## src/rtl/id_ex_pipeline_reg.sv

```systemverilog
// ---------------------------------------------------------------------------
// id_ex_pipeline_reg
//
// ID/EX pipeline register. It captures the decoded operands, the register
// indices and the control bits from ID, and presents them to EX one cycle
// later. ex_rs1_data and ex_rs2_data feed the "no-forwarding" leg of the EX
// forwarding muxes.
//
// Per-edge priority: rst > flush > stall > load.
//   rst            : all outputs cleared.
//   flush          : bubble (all outputs 0, ex_valid=0).
//   stall          : contents held, but a WB write to a held source register
//                    is written through into the held operand data.
//   load, id_valid : capture ID, with WB write-through on the captured data.
//   load, !id_valid: bubble, exactly as flush.
// Register x0 is never written through.
//
// Optional feature (macro ID_EX_BUBBLE_CNT_EN):
//   adds output bubble_count, a wrapping 32-bit count of the edges on which
//   a bubble is written (flush, or a load with id_valid=0), cleared by rst.
//
// Ports:
//   clk, rst                 clock, synchronous active-high reset
//   stall, flush             hazard-unit controls
//   id_*                     decoded instruction from ID
//   wb_reg_write, wb_rd,
//   wb_data                  register-file write port from WB
//   ex_*                     registered copies presented to EX
//   bubble_count             bubble counter (only with ID_EX_BUBBLE_CNT_EN)
// ---------------------------------------------------------------------------
module id_ex_pipeline_reg #(
    parameter int XLEN     = 32,
    parameter int REG_AW   = 5,
    parameter int ALU_OP_W = 4
) (
    input  logic                clk,
    input  logic                rst,
    input  logic                stall,
    input  logic                flush,

    input  logic                id_valid,
    input  logic [XLEN-1:0]     id_pc,
    input  logic [XLEN-1:0]     id_rs1_data,
    input  logic [XLEN-1:0]     id_rs2_data,
    input  logic [XLEN-1:0]     id_imm,
    input  logic [REG_AW-1:0]   id_rs1,
    input  logic [REG_AW-1:0]   id_rs2,
    input  logic [REG_AW-1:0]   id_rd,
    input  logic [ALU_OP_W-1:0] id_alu_op,
    input  logic                id_alu_src,
    input  logic                id_mem_read,
    input  logic                id_mem_write,
    input  logic                id_reg_write,
    input  logic                id_mem_to_reg,

    input  logic                wb_reg_write,
    input  logic [REG_AW-1:0]   wb_rd,
    input  logic [XLEN-1:0]     wb_data,

`ifdef ID_EX_BUBBLE_CNT_EN
    output logic [31:0]         bubble_count,
`endif

    output logic                ex_valid,
    output logic [XLEN-1:0]     ex_pc,
    output logic [XLEN-1:0]     ex_rs1_data,
    output logic [XLEN-1:0]     ex_rs2_data,
    output logic [XLEN-1:0]     ex_imm,
    output logic [REG_AW-1:0]   ex_rs1,
    output logic [REG_AW-1:0]   ex_rs2,
    output logic [REG_AW-1:0]   ex_rd,
    output logic [ALU_OP_W-1:0] ex_alu_op,
    output logic                ex_alu_src,
    output logic                ex_mem_read,
    output logic                ex_mem_write,
    output logic                ex_reg_write,
    output logic                ex_mem_to_reg
);

    // The whole EX-side state is one struct, so a bubble or reset is a
    // single '0 and a hold is a single copy.
    typedef struct packed {
        logic                valid;
        logic [XLEN-1:0]     pc;
        logic [XLEN-1:0]     rs1_data;
        logic [XLEN-1:0]     rs2_data;
        logic [XLEN-1:0]     imm;
        logic [REG_AW-1:0]   rs1;
        logic [REG_AW-1:0]   rs2;
        logic [REG_AW-1:0]   rd;
        logic [ALU_OP_W-1:0] alu_op;
        logic                alu_src;
        logic                mem_read;
        logic                mem_write;
        logic                reg_write;
        logic                mem_to_reg;
    } ex_stage_t;

    ex_stage_t ex_q;
    ex_stage_t ex_d;

    // WB write-through hits. x0 is hard-wired zero, so a WB "write" to it
    // must never leak into an operand.
    logic wb_active;
    logic hit_id_rs1;
    logic hit_id_rs2;
    logic hit_ex_rs1;
    logic hit_ex_rs2;

    assign wb_active  = wb_reg_write && (wb_rd != '0);
    assign hit_id_rs1 = wb_active && (wb_rd == id_rs1);
    assign hit_id_rs2 = wb_active && (wb_rd == id_rs2);
    assign hit_ex_rs1 = wb_active && (wb_rd == ex_q.rs1);
    assign hit_ex_rs2 = wb_active && (wb_rd == ex_q.rs2);

    // A bubble is written on flush, or on a load slot with nothing valid.
    logic bubble;
    assign bubble = flush || (!stall && !id_valid);

    always_comb begin
        // NOTE: defaulting ex_d before any branch makes every path assign it,
        // so no latch is inferred for the fields a branch leaves untouched.
        ex_d = ex_q;
        if (bubble) begin
            ex_d = '0;
        end else if (stall) begin
            if (hit_ex_rs1) ex_d.rs1_data = wb_data;
            if (hit_ex_rs2) ex_d.rs2_data = wb_data;
        end else begin
            ex_d.valid      = 1'b1;
            ex_d.pc         = id_pc;
            ex_d.rs1_data   = hit_id_rs1 ? wb_data : id_rs1_data;
            ex_d.rs2_data   = hit_id_rs2 ? wb_data : id_rs2_data;
            ex_d.imm        = id_imm;
            ex_d.rs1        = id_rs1;
            ex_d.rs2        = id_rs2;
            ex_d.rd         = id_rd;
            ex_d.alu_op     = id_alu_op;
            ex_d.alu_src    = id_alu_src;
            ex_d.mem_read   = id_mem_read;
            ex_d.mem_write  = id_mem_write;
            ex_d.reg_write  = id_reg_write;
            ex_d.mem_to_reg = id_mem_to_reg;
        end
    end

    // NOTE: sequential state uses non-blocking assignments so every flop
    // samples its inputs as they were before the edge.
    always_ff @(posedge clk) begin
        if (rst) begin
            ex_q <= '0;
        end else begin
            ex_q <= ex_d;
        end
    end

`ifdef ID_EX_BUBBLE_CNT_EN
    logic [31:0] bubble_cnt_q;

    // Wraps naturally at 2^32.
    always_ff @(posedge clk) begin
        if (rst) begin
            bubble_cnt_q <= '0;
        end else if (bubble) begin
            bubble_cnt_q <= bubble_cnt_q + 32'd1;
        end
    end

    assign bubble_count = bubble_cnt_q;
`endif

    assign ex_valid      = ex_q.valid;
    assign ex_pc         = ex_q.pc;
    assign ex_rs1_data   = ex_q.rs1_data;
    assign ex_rs2_data   = ex_q.rs2_data;
    assign ex_imm        = ex_q.imm;
    assign ex_rs1        = ex_q.rs1;
    assign ex_rs2        = ex_q.rs2;
    assign ex_rd         = ex_q.rd;
    assign ex_alu_op     = ex_q.alu_op;
    assign ex_alu_src    = ex_q.alu_src;
    assign ex_mem_read   = ex_q.mem_read;
    assign ex_mem_write  = ex_q.mem_write;
    assign ex_reg_write  = ex_q.reg_write;
    assign ex_mem_to_reg = ex_q.mem_to_reg;

endmodule

```

## config.mk

```make
export PLATFORM = sky130hd
export DESIGN_NAME = id_ex_pipeline_reg
export DESIGN_NICKNAME = d
export VERILOG_FILES = /design/src/rtl/id_ex_pipeline_reg.sv
export SDC_FILE = /design/constraint.sdc
export NUM_CORES = 1
export LEC_CHECK = 0
export ABC_AREA = 1
export BUFFER_PORTS_ARGS = -buffer_cell sky130_fd_sc_hd__buf_4
export CAP_MARGIN = 10
export CELL_PAD_IN_SITES_DETAIL_PLACEMENT = 1
export CELL_PAD_IN_SITES_GLOBAL_PLACEMENT = 2
export CORE_MARGIN = 2
export CORE_UTILIZATION = 21
export DETAILED_ROUTE_END_ITERATION = 8
export GPL_TIMING_DRIVEN = 1
export PLACE_DENSITY_LB_ADDON = 0.08
export SETUP_SLACK_MARGIN = 0.02
export SYNTH_ARGS = -nofsm -noshare
export SYNTH_HDL_FRONTEND = slang
export SYNTH_SLANG_ARGS = --single-unit
```

## constraint.sdc

```tcl
create_clock -name clk -period 1.2 [get_ports clk]
set_input_delay 0.12 -clock clk [delete_from_list [all_inputs] [get_ports clk]]
set_output_delay 0.12 -clock clk [all_outputs]
set_load 0.03 [all_outputs]
```

-- Yosys cells after proc, flatten, opt, wreduce, memory -nomap -nowiden
Cells that the tools add are included.
- shift-type cells: 0
- multiplexer cells: 5
- bitwise operators: 0
- multipliers: 0
- divide/modulo/power cells: 0
- add/subtract/negate cells: 0
- equality and inequality tests: 6
- $lt $le $gt $ge: 0
- reduce and logical (&&, ||, !) cells: 11
- operators with widths (kind ; count):
    32-bit 2-to-1 mux ; 4
    64-bit 2-to-1 mux ; 1
    5-bit == test ; 4
    1-bit logical AND ; 6
    5-bit nonzero test ; 1
    2-bit by 1-bit inequality test with 1-bit output, second input constant ; 2
    1-bit zero test ; 2
    2-bit OR reduction ; 1
    1-bit logical OR ; 1
- memory bits (read-only): 0
- memories: 0
- logic and storage cells: 36
- bits in writable memories: 0
- input bits: 195
- register bits after elaboration: 153
- latch bits: 0
- output and inout bits: 153

-- Longest topological paths before layout
Gate-level depths: netlist (run 1).
- word-level depth: 5
- gate-level depth with buffers: 13
- gate-level depth less buffers: 11

-- Least setup slack after synthesis (run 1)
OpenSTA, ideal clock, no wires.
- kind: register to register
- start: register ex_q (netlist bit ex_rs1[2])
- end: register ex_q (netlist bit ex_rs1_data[11])
- path slack: -0.279 ns
- arrival time: 1.369 ns
- path buffers: 1
- period minus slack after synthesis: 1.479 ns
- stages on the path, launching flop included: 9
- data required time: 1.089 ns
- cell sequence: dfxtp_1 -> xor2_1 -> nor2_2 -> nand2_4 -> nand2_4 -> buf_6 -> or2_0 -> nand3_1 -> inv_1
- longest elaborated chain between the ends: 3
- RTL lines (item ; RTL line ; text):
    from (decl) ; 99 ; ex_stage_t ex_q;
    from (signal assigned) ; 151 ; ex_q <= '0;
    from (signal assigned) ; 153 ; ex_q <= ex_d;
    5-bit == test ; 113 ; assign hit_ex_rs1 = wb_active && (wb_rd == ex_q.rs1);
    1-bit logical AND ; 113 ;
    2-bit by 1-bit inequality test with 1-bit output (no source line) ; n/a ;
No other way between the ends.
A chain may end at the register's enable or synchronous reset.

-- Worst setup path in the final report (run 1)
- start: register ex_q (netlist bit ex_rs2[3])
- end: register ex_q (netlist bit ex_rs2_data[14])
- longest elaborated chain between the ends: 3
- RTL lines (item ; RTL line ; text):
    5-bit == test ; 114 ; assign hit_ex_rs2 = wb_active && (wb_rd == ex_q.rs2);
    1-bit logical AND ; 114 ;
    2-bit by 1-bit inequality test with 1-bit output (no source line) ; n/a ;
No other way between the ends.

==> impl_metrics.py, run 1 <==
metrics = {
    "placement": {
        "io_buffer_count": 347,
        "place_congestion": 0.770,
        "post-place-cells": 1689,
        "dp_hpwl_mm": 22.3,
    },
    "die": {
        "core_um2": 31500,
        "fp.dieH_um": 182,
        "start_util_pct": 21.2,
        "ios": 348,
        "die-width_um": 182,
        "dieArea_um2": 33300,
        "rows": 65,
    },
    "sta": {
        "slew-limit-headroom_pct": 77.3,
        "finalCritPeriodShare_pct": 126,
        "fmax_mhz": 661,
        "finalSetupViolCount": 65,
        "worstMarginPinSlew_ps": 337,
        "tns_ps": -15810,
        "hold_violations": 0,
        "fin_skew_ps": 11.1,
        "period_minus_slack_ps": 1510,
        "fin_ws_ps": -314,
        "slew_violations": 0,
        "rsz0062_at_grt": "true",
    },
    "cells_and_area": {
        "fin_nets": 1615,
        "fin_cells": 1837,
        "layout-drive-gt1-share_pct": 39.6,
        "fill_cells": 3767,
        "syn2layout_area_growth_pct": 89.7,
    },
    "power_and_ir_drop": {
        "max-vdd-ir-drop_v": 0.000924,
        "switching_power_mw": 3.99,
        "p_leak_nw": 5.88,
        "clock_power_share_pct": 40.1,
        "swShare_pct": 28.9,
        "seqPwrFrac_pct": 38.5,
        "internal_power_mw": 9.81,
        "p_per_area_nw_per_um2": 1090,
        "pwr-share-comb_pct": 21.4,
    },
    "synthesis": {
        "yosys.area_share.xor_xnor_pct": 2.23,
        "yosysWarnings": 0,
        "synth_largest_area_cell": "dfxtp_1",
        "synth_top_area_share_pct": 45.8,
        "ys_seq_area_share_pct": 45.8,
        "synth.distinct_cells": 27,
        "synth_nets": 1134,
        "ys_top_cells_by_area": "dfxtp_1, nand2_1, a21oi_1",
        "ys_ff_latch": 153,
        "synth-edff-count": 0,
        "ys.flop_type": "dfxtp_1",
        "synthSimpleGateAreaFrac_pct": 28.4,
        "synthMuxAreaShare_pct": 0,
        "synth_compound_area_share_pct": 15.1,
        "async_flop_share_pct": 0,
        "synthesis.area_um2": 6690,
        "synth.avg_cell_area_um2": 7.12,
        "synth_common_cells": "nand2_1, dfxtp_1, a21oi_1",
        "postSynthCellCount": 939,
        "synth_top_family_by_area": "simple AND/OR/NAND/NOR gates",
        "synthAdderAreaFrac_pct": 0,
        "yosysMostFrequentCell": "nand2_1",
    },
    "outcome": {
        "violations": "setup timing",
        "status": "finished with violations",
    },
    "setup_path": {
        "arrival_ps": 1830,
        "path_class": "flop to flop",
        "path_max_fanout": 7,
        "crit_top_cell": "nor2_1",
        "critPathMaxStageDelay_ps": 370,
        "cp_cell_sequence": "xor2_4, nor3_4, nand2_4, nand2_8, clkbuf_16, nand2_1, nor2_1, nor2_1",
        "start_kind": "flop",
        "rrSetupSlack_ps": -310,
        "cp-end-kind": "flop",
        "crit_slowest_cell": "dfxtp_4",
        "cp.required_ps": 1520,
    },
    "routing": {
        "drc": 0,
        "wl_met2_mm": 14.9,
        "via_per_inst": 4.36,
        "dr.first_iter.drc_count": 204,
        "first_pass_iters": 5,
        "dr.max_layer_used": "met5",
        "ant_nets": 0,
        "wl_met3_mm": 1.88,
        "routed_wl_mm": 31.9,
        "wl_per_cell_um": 17.4,
        "met1_length_mm": 14.6,
        "vias": 8014,
    },
    "clock_network": {
        "ctsRootBufferMaster": "clkbuf_16",
        "clkTransAtPathRegs_ps": 70,
        "cts_inserted_buffers": 17,
        "cts_tree": "done",
        "clock_sinks": 153,
        "clk_latency_ps": 430,
        "cts_max_level": 4,
        "clk_path_buf_depth": 2,
    },
    "global_routing": {
        "global_route.overflow_total": 0,
        "antenna_found_initial": 3,
        "grt_pass1_wl_mm": 47.6,
        "track_usage_pct": 18.4,
        "grt_pass1_vias": 8282,
        "grt_max_degree": 45,
    },
    "worst_hold_path": {
        "hold_path_class": "input pin to flop",
    },
    "flow_run": {
        "drv_cap": 0,
    },
}
through the flow:
stage	worst slack, ps	total power [mW]	hold slack (ps)	area (um2)	util (%)
global route	-416	14.5	47.5	12700	40.3
finish	-314	13.8	31.0	12700	40.3
global placement	-384	7.83	372	10300	32.8
CTS	-331	14.0	8.61	12400	39.4
detailed placement	-409	7.85	382	10300	32.8
floorplan	-120	6.57	253	6760	-
power groups by stage:
stage,sequential (mW),combinational (mW),clock (mW)
detailed placement,5.42,2.43,0
CTS,5.32,2.86,5.77
global placement,5.42,2.41,0
finish,5.32,2.95,5.53
global route,5.34,3.20,5.96
floorplan,5.73,0.833,0
final timing paths:
path	startpoint	end	cells after the start
max reg2reg	ex_rs2[3]	ex_rs2_data[14]	8
min reg2reg	ex_pc[24]	ex_pc[24]	2
max	ex_rs2[3]	ex_rs2_data[14]	8
min	wb_data[27]	ex_rs1_data[27]	5
routing by layer:
layer	vias up	track usage (%)
met5	-	0
met4	2	5.13
met3	30	4.83
met2	215	29.9
met1	3778	24.2
li1	3989	-
repair_timing:
action,4_1_cts,5_1_grt
buffers inserted,6,2
hold buffers,96,0
pin swaps,19,16
gates cloned,5,6
setup endpoints to repair,74,70
resized for setup,86,50
hold endpoints to repair,96,0
cell usage in the layout (no fill, tap or decap), drive strengths merged:
master	count
o21ai	52
clkinvlp	4
diode	2
xnor2	9
inv	53
bufinv	1
a21oi	126
clkbuf	24
nor3	3
dlygate4sd3	96
or2	8
dfxtp	153
nor2	87
nand3	94
buf	435
xor2	8
clkinv	3
nand2	261
a21boi	16
critical path: cells and delay by family, from the launching register on:
| kind | cells | cell delay [ps] |
|---|---|---|
| buffers and inverters | 1 | 180 |
| xor gates and xnor gates | 1 | 160 |
| DFF | 1 | 370 |
| and+or+nand+nor | 6 | 680 |
area by class of cell:
type	count	area, um2	area share, %
Antenna cell	2	5.00	0.0395
Clock buffer	21	482	3.80
Clock inverter	11	110	0.868
Inverter	50	201	1.59
Multi-Input combinational cell	664	3460	27.3
Sequential cell	153	3100	24.4
Tap cell	402	503	3.97
Timing Repair Buffer	534	4820	38.0
logic make-up after synthesis:
family	after synthesis
AO/OA/AOI/OAI	194
AND/OR/NAND/NOR	451
flip-flops	153
buffers and inverters	124
XOR/XNOR	17
Power figures use the tool's default switching activity.
==> run 2: changes to the inputs <==
--- a/config.mk
+++ b/config.mk
@@ -11,7 +11,7 @@
 export CELL_PAD_IN_SITES_DETAIL_PLACEMENT = 1
 export CELL_PAD_IN_SITES_GLOBAL_PLACEMENT = 2
 export CORE_MARGIN = 2
-export CORE_UTILIZATION = 21
+export CORE_UTILIZATION = 23
 export DETAILED_ROUTE_END_ITERATION = 8
 export GPL_TIMING_DRIVEN = 1
 export PLACE_DENSITY_LB_ADDON = 0.08
==> constraint.sdc (replaced) <==
create_clock -name clk -period 1.5 [get_ports clk]
set_input_delay 0.15 -clock clk [delete_from_list [all_inputs] [get_ports clk]]
set_output_delay 0.15 -clock clk [all_outputs]
set_load 0.03 [all_outputs]
==> run 2 against run 1 <==
The flow still finishes with violations (setup timing). Power decreased by 23%. Maximum frequency down 0.64%. Global-route usage shrank 0.13 points. Final area shrank 9.3%. First-iteration DRC count rose by 36%. Critical path type unchanged. Clock skew decreased by 1.1 ps. Sequential power down 20%. Hold slack worse by 19 ps. Critical endpoint is now ex_rs2_data[28].
==> impl_metrics.py, run 2 (same netlist as run 1, synthesis figures left out) <==
metrics = {
    "power_and_ir_drop": {
        "p_leak_nw": 5.37,
        "seqPwrFrac_pct": 40.3,
        "pwr-share-comb_pct": 19.3,
        "internal_power_mw": 7.44,
        "switching_power_mw": 3.11,
        "swShare_pct": 29.5,
        "fin_total_pwr_mw": 10.6,
        "clock_power_share_pct": 40.3,
        "max-vdd-ir-drop_v": 0.000638,
        "p_per_area_nw_per_um2": 917,
    },
    "clock_network": {
        "clock_sinks": 153,
        "postCtsSetupBuffers": 0,
        "clk_path_buf_depth": 2,
        "ctsRootBufferMaster": "clkbuf_16",
        "clkTransAtPathRegs_ps": 70,
        "cts_max_level": 4,
        "cts_tree": "done",
        "cts_inserted_buffers": 17,
        "clk_latency_ps": 430,
    },
    "routing": {
        "dr.max_layer_used": "met4",
        "dr.first_iter.drc_count": 278,
        "drc": 0,
        "via_per_inst": 4.33,
        "met1_length_mm": 12.2,
        "ant_nets": 0,
        "routed_wl_mm": 28.7,
        "vias": 7591,
        "wl_per_cell_um": 16.4,
        "wl_met3_mm": 2.29,
        "wl_met2_mm": 13.9,
        "first_pass_iters": 4,
    },
    "die": {
        "start_util_pct": 23.4,
        "die-width_um": 174,
        "dieArea_um2": 30400,
        "rows": 62,
        "core_um2": 28600,
        "fp.dieH_um": 174,
        "ios": 348,
    },
    "cells_and_area": {
        "fin_nets": 1552,
        "layout-drive-gt1-share_pct": 34.2,
        "most-common-layout-cells": "buf_4, nand2_1, dfxtp_1",
        "fin_util_pct": 40.2,
        "fill_cells": 3482,
        "antennaDiodeCount": 0,
        "syn2layout_area_growth_pct": 72.1,
        "final_common_cell": "buf_4",
    },
    "setup_path": {
        "start_kind": "flop",
        "path_class": "flop to flop",
        "ff2ff_path_depth": 8,
        "worstSetupEndpoint": "ex_rs2_data[28]",
        "rrSetupSlack_ps": -20,
        "arrival_ps": 1840,
        "path_max_fanout": 8,
        "cp-end-kind": "flop",
        "cp.required_ps": 1810,
        "cp-startpoint": "ex_rs2[0]",
        "timing.rr.start": "ex_rs2[0]",
        "rr_endpoint": "ex_rs2_data[28]",
    },
    "placement": {
        "io_buffer_count": 347,
        "dp_hpwl_mm": 20.1,
        "post-place-ws_ps": -46.3,
        "place_congestion": 0.753,
    },
    "outcome": {
        "violations": "setup timing",
        "status": "finished with violations",
    },
    "sta": {
        "fin_skew_ps": 9.93,
        "period_minus_slack_ps": 1520,
        "fmax_mhz": 656,
        "hold_violations": 0,
        "slew_violations": 0,
        "finalCritPeriodShare_pct": 102,
        "tns_ps": -71.1,
        "worstMarginPinSlew_ps": 344,
        "hold_slack_ps": 12.3,
        "slew-limit-headroom_pct": 77.0,
        "finalSetupViolCount": 10,
        "rsz0062_at_grt": "true",
        "fin_ws_ps": -23.3,
    },
    "worst_hold_path": {
        "hold_path_class": "input pin to flop",
    },
    "global_routing": {
        "grt_pass1_wl_mm": 43.9,
        "antenna_found_initial": 0,
        "global_route.overflow_total": 0,
        "grt_max_degree": 54,
        "track_usage_pct": 18.3,
        "grt_pass1_vias": 7846,
    },
    "flow_run": {
        "drv_cap": 0,
    },
}
run 2: routing by layer:
layer	global-route usage [%]	vias to the layer above
li1	-	3853
met1	22.4	3517
met3	6.01	19
met2	31.4	202
met4	3.78	0
met5	0	-
run 2: what timing repair did:
item | CTS | global route
pin swaps | 0 | 32
gates resized for setup | 0 | 34
gates cloned | 0 | 5
endpoints found under the hold margin | 82 | 0
hold buffers | 82 | 0
endpoints found under the setup margin | 3 | 63
run 2: how the worst min path moves through the flow:
stage                               start              end  slack [ps]  depth (start not counted)
after floorplan              id_alu_op[3]     ex_alu_op[3]         290                          2
after CTS                  id_rs1_data[0]   ex_rs1_data[0]           1                          3
after global routing      id_rs1_data[30]  ex_rs1_data[30]          10                          3
final                     id_rs1_data[30]  ex_rs1_data[30]          10                          3
after detailed placement         id_pc[1]         ex_pc[1]         410                          3
after global placement          id_pc[28]        ex_pc[28]         400                          3
run 2: metrics by stage:
step	std cells	instance area, um2
5_1_grt	1754	11500
6_report	1754	11500
2_1_floorplan	939	6690
3_3_place_gp	1635	9900
3_5_place_dp	1635	9900
4_1_cts	1749	11300
run 2: final cells by class:
class / count / area, um2 / share of cell area, %
Inverter: 50 / 194 / 1.69
Multi-Input combinational cell: 662 / 3160 / 27.4
Sequential cell: 153 / 3070 / 26.7
Clock inverter: 12 / 106 / 0.924
Tap cell: 384 / 480 / 4.18
Clock buffer: 20 / 457 / 3.97
Timing Repair Buffer: 473 / 4040 / 35.1
run 2: worst max-delay path, cell delays in order (launching register included):
cell and delay (ps):
dfxtp_1 330, xor2_1 170, nor3_1 170, nand2_1 120
nand2_4 210, clkbuf_16 210, nand2_2 40, nor2_1 100
nor2_1 50
run 2: power by group through the flow:
stage          clock network, mW  logic, mW  registers, mW
2_1_floorplan                  0      0.654           4.60
3_3_place_gp                   0       1.80           4.35
3_5_place_dp                   0       1.81           4.35
4_1_cts                     4.44       1.99           4.26
5_1_grt                     4.58       2.23           4.27
6_report                    4.26       2.04           4.26
==> run 3: changes to the inputs <==
--- a/config.mk
+++ b/config.mk
@@ -5,13 +5,12 @@
 export SDC_FILE = /design/constraint.sdc
 export NUM_CORES = 1
 export LEC_CHECK = 0
-export ABC_AREA = 1
 export BUFFER_PORTS_ARGS = -buffer_cell sky130_fd_sc_hd__buf_4
 export CAP_MARGIN = 10
 export CELL_PAD_IN_SITES_DETAIL_PLACEMENT = 1
 export CELL_PAD_IN_SITES_GLOBAL_PLACEMENT = 2
 export CORE_MARGIN = 2
-export CORE_UTILIZATION = 23
+export CORE_UTILIZATION = 25
 export DETAILED_ROUTE_END_ITERATION = 8
 export GPL_TIMING_DRIVEN = 1
 export PLACE_DENSITY_LB_ADDON = 0.08
==> run 3 against run 2 <==
The flow still finishes with violations (setup timing). Power up 3.4%. Area after synthesis shrank 7.5%. First-iteration DRC count down 26%. Setup slack got worse by 140 ps. Sequential power is essentially flat. Global-route usage increased by 1.7 points. Synthesized cell count fell by 35%. Final area increased by 3.2%. Critical endpoint is now ex_rs2_data[0].
==> impl_metrics.py, run 3 <==
metrics = {
    "outcome": {
        "status": "finished with violations",
        "violations": "setup timing",
    },
    "synthesis": {
        "ys.flop_type": "dfxtp_1",
        "ys_ff_latch": 153,
        "async_flop_share_pct": 0,
        "synth_largest_area_cell": "dfxtp_1",
        "synth-edff-count": 0,
        "ys_top_cells_by_area": "dfxtp_1, mux2i_1, nor2_1",
        "ys_seq_area_share_pct": 49.5,
        "synth_top_area_share_pct": 49.5,
        "synth_common_cells": "dfxtp_1, mux2i_1, nor2_1",
        "synthesis.area_um2": 6180,
        "synth.distinct_cells": 29,
        "yosysMostFrequentCell": "dfxtp_1",
        "synth.avg_cell_area_um2": 10.1,
        "postSynthCellCount": 615,
        "yosysWarnings": 0,
        "synth_nets": 810,
    },
    "setup_path": {
        "cp.required_ps": 1840,
        "path_class": "input pin to flop",
        "rr_endpoint": "ex_rs2_data[0]",
        "rrSetupSlack_ps": -110,
        "arrival_ps": 2010,
        "start_kind": "input pin",
        "ff2ff_path_depth": 7,
        "cp-end-kind": "flop",
        "timing.rr.start": "ex_rs2[2]",
        "path_max_fanout": 8,
    },
    "cells_and_area": {
        "antennaDiodeCount": 0,
        "final_common_cell": "buf_4",
        "fin_util_pct": 48.8,
        "syn2layout_area_growth_pct": 92.1,
        "most-common-layout-cells": "buf_4, dfxtp_1, mux2i_1",
        "fill_cells": 2661,
        "fin_nets": 1289,
        "layout-drive-gt1-share_pct": 46.8,
    },
    "routing": {
        "routed_wl_mm": 27.6,
        "first_pass_iters": 4,
        "ant_nets": 0,
        "via_per_inst": 4.52,
        "drc": 0,
        "wl_per_cell_um": 19.3,
        "dr.first_iter.drc_count": 206,
        "vias": 6474,
    },
    "placement": {
        "io_buffer_count": 347,
        "place_congestion": 0.795,
        "post-place-ws_ps": -583,
        "dp_hpwl_mm": 17.4,
    },
    "sta": {
        "slew_violations": 0,
        "finalSetupViolCount": 64,
        "slew-limit-headroom_pct": 70.8,
        "fmax_mhz": 600,
        "tns_ps": -6400,
        "rsz0062_at_grt": "true",
        "hold_violations": 0,
        "fin_skew_ps": 9.71,
        "finalCritPeriodShare_pct": 111,
        "fin_ws_ps": -168,
        "worstMarginPinSlew_ps": 435,
        "period_minus_slack_ps": 1670,
    },
    "die": {
        "die-width_um": 161,
        "rows": 57,
        "fp.dieH_um": 161,
        "start_util_pct": 25.4,
        "core_um2": 24300,
        "dieArea_um2": 26000,
        "ios": 348,
    },
    "global_routing": {
        "grt_max_degree": 58,
        "grt_pass1_vias": 7162,
        "antenna_found_initial": 0,
        "grt_pass1_wl_mm": 40.3,
        "global_route.overflow_total": 0,
        "track_usage_pct": 20.0,
    },
    "clock_network": {
        "clk_path_buf_depth": 2,
        "clkTransAtPathRegs_ps": 70,
        "cts_inserted_buffers": 17,
        "clk_latency_ps": 420,
        "ctsRootBufferMaster": "clkbuf_16",
        "cts_tree": "done",
        "clock_sinks": 153,
        "cts_max_level": 4,
    },
    "worst_hold_path": {
        "hold_path_class": "input pin to flop",
        "min_from": "id_rs2_data[23]",
        "min_to": "ex_rs2_data[23]",
        "hold_path_depth": 3,
    },
    "power_and_ir_drop": {
        "p_leak_nw": 5.47,
        "switching_power_mw": 3.14,
        "seqPwrFrac_pct": 39.2,
        "max-vdd-ir-drop_v": 0.000544,
        "pwr-share-comb_pct": 21.2,
        "p_per_area_nw_per_um2": 919,
        "clock_power_share_pct": 39.7,
        "internal_power_mw": 7.78,
        "swShare_pct": 28.8,
    },
    "flow_run": {
        "drv_cap": 0,
    },
}
==> run 3: how the worst max path moves through the flow <==
stage                          from               to  slack [ps]  cells after the start
after floorplan            wb_rd[1]  ex_rs2_data[10]        -460                      8
after global routing      ex_rs2[2]   ex_rs2_data[0]        -210                      7
after detailed placement   wb_rd[1]   ex_rs2_data[6]        -580                      7
after global placement     wb_rd[1]  ex_rs2_data[21]        -530                      7
after CTS                  wb_rd[1]   ex_rs1_data[5]        -110                      8
final                      wb_rd[1]   ex_rs2_data[0]        -170                      9
==> run 3: per-layer routing <==
layer / vias to the layer above / GRT usage, % / part of all wire, %
met1: 3074 / 21.8 / 39
met5: - / 0 / 0
li1: 3115 / - / -
met4: 0 / 5.44 / 2.1
met2: 244 / 37.4 / 53
met3: 41 / 6.14 / 6.6
==> run 3: kinds of logic (layout without fill, tap and decap cells) <==
family          Yosys count  in the layout  share of synthesized area [%]
flops                   153            153                           49.5
xor+xnor                 20             20                           2.83
simple gates            100            100                           6.37
buf+inv                  53            545                           4.61
mux                     144            144                           23.3
compound gates          145            145                           13.3
==> run 3: layout make-up <==
class,instances,area (um2),share of cell area [%]
clock inverter,15,153,1.29
clock buffer,17,425,3.58
timing repair buffer,512,4610,38.8
tap,324,405,3.41
multi-input combinational,409,3210,27.0
inverter,1,3.75,0.0316
sequential,153,3070,25.9
==> run 3: worst max-delay path: stages <==
cell and delay (ps):
buf_6 90, or4_4 550, o21a_4 230, buf_6 130
a41o_4 270, buf_12 140, buf_8 120, buf_16 150
a21oi_1 180
==> run 3: power groups by stage <==
| stage | clock network (mW) | logic (mW) | registers (mW) |
|---|---|---|---|
| global placement | 0 | 1.69 | 4.35 |
| floorplan | 0 | 0.626 | 4.61 |
| detailed placement | 0 | 1.73 | 4.36 |
| finish | 4.33 | 2.31 | 4.28 |
| CTS | 4.45 | 2.15 | 4.27 |
| global route | 4.65 | 2.45 | 4.29 |
==> run 3: repair_timing <==
| item | in CTS | in global routing |
|---|---|---|
| gates cloned | 9 | 7 |
| endpoints found under the setup margin | 64 | 64 |
| hold buffers | 103 | 0 |
| endpoints found under the hold margin | 97 | 0 |
| setup buffers | 8 | 3 |
| gates resized for setup | 48 | 89 |
| pin swaps | 8 | 8 |
==> run 3: through the flow <==
step | area (um2) | total power, mW | hold WS, ps | cells
4_1_cts | 11400 | 10.9 | 0.0486 | 1421
6_report | 11900 | 10.9 | 7.97 | 1431
3_3_place_gp | 9330 | 6.04 | 379 | 1269
5_1_grt | 11900 | 11.4 | 1.87 | 1431
3_5_place_dp | 9330 | 6.09 | 390 | 1269
2_1_floorplan | 6210 | 5.23 | 294 | 615
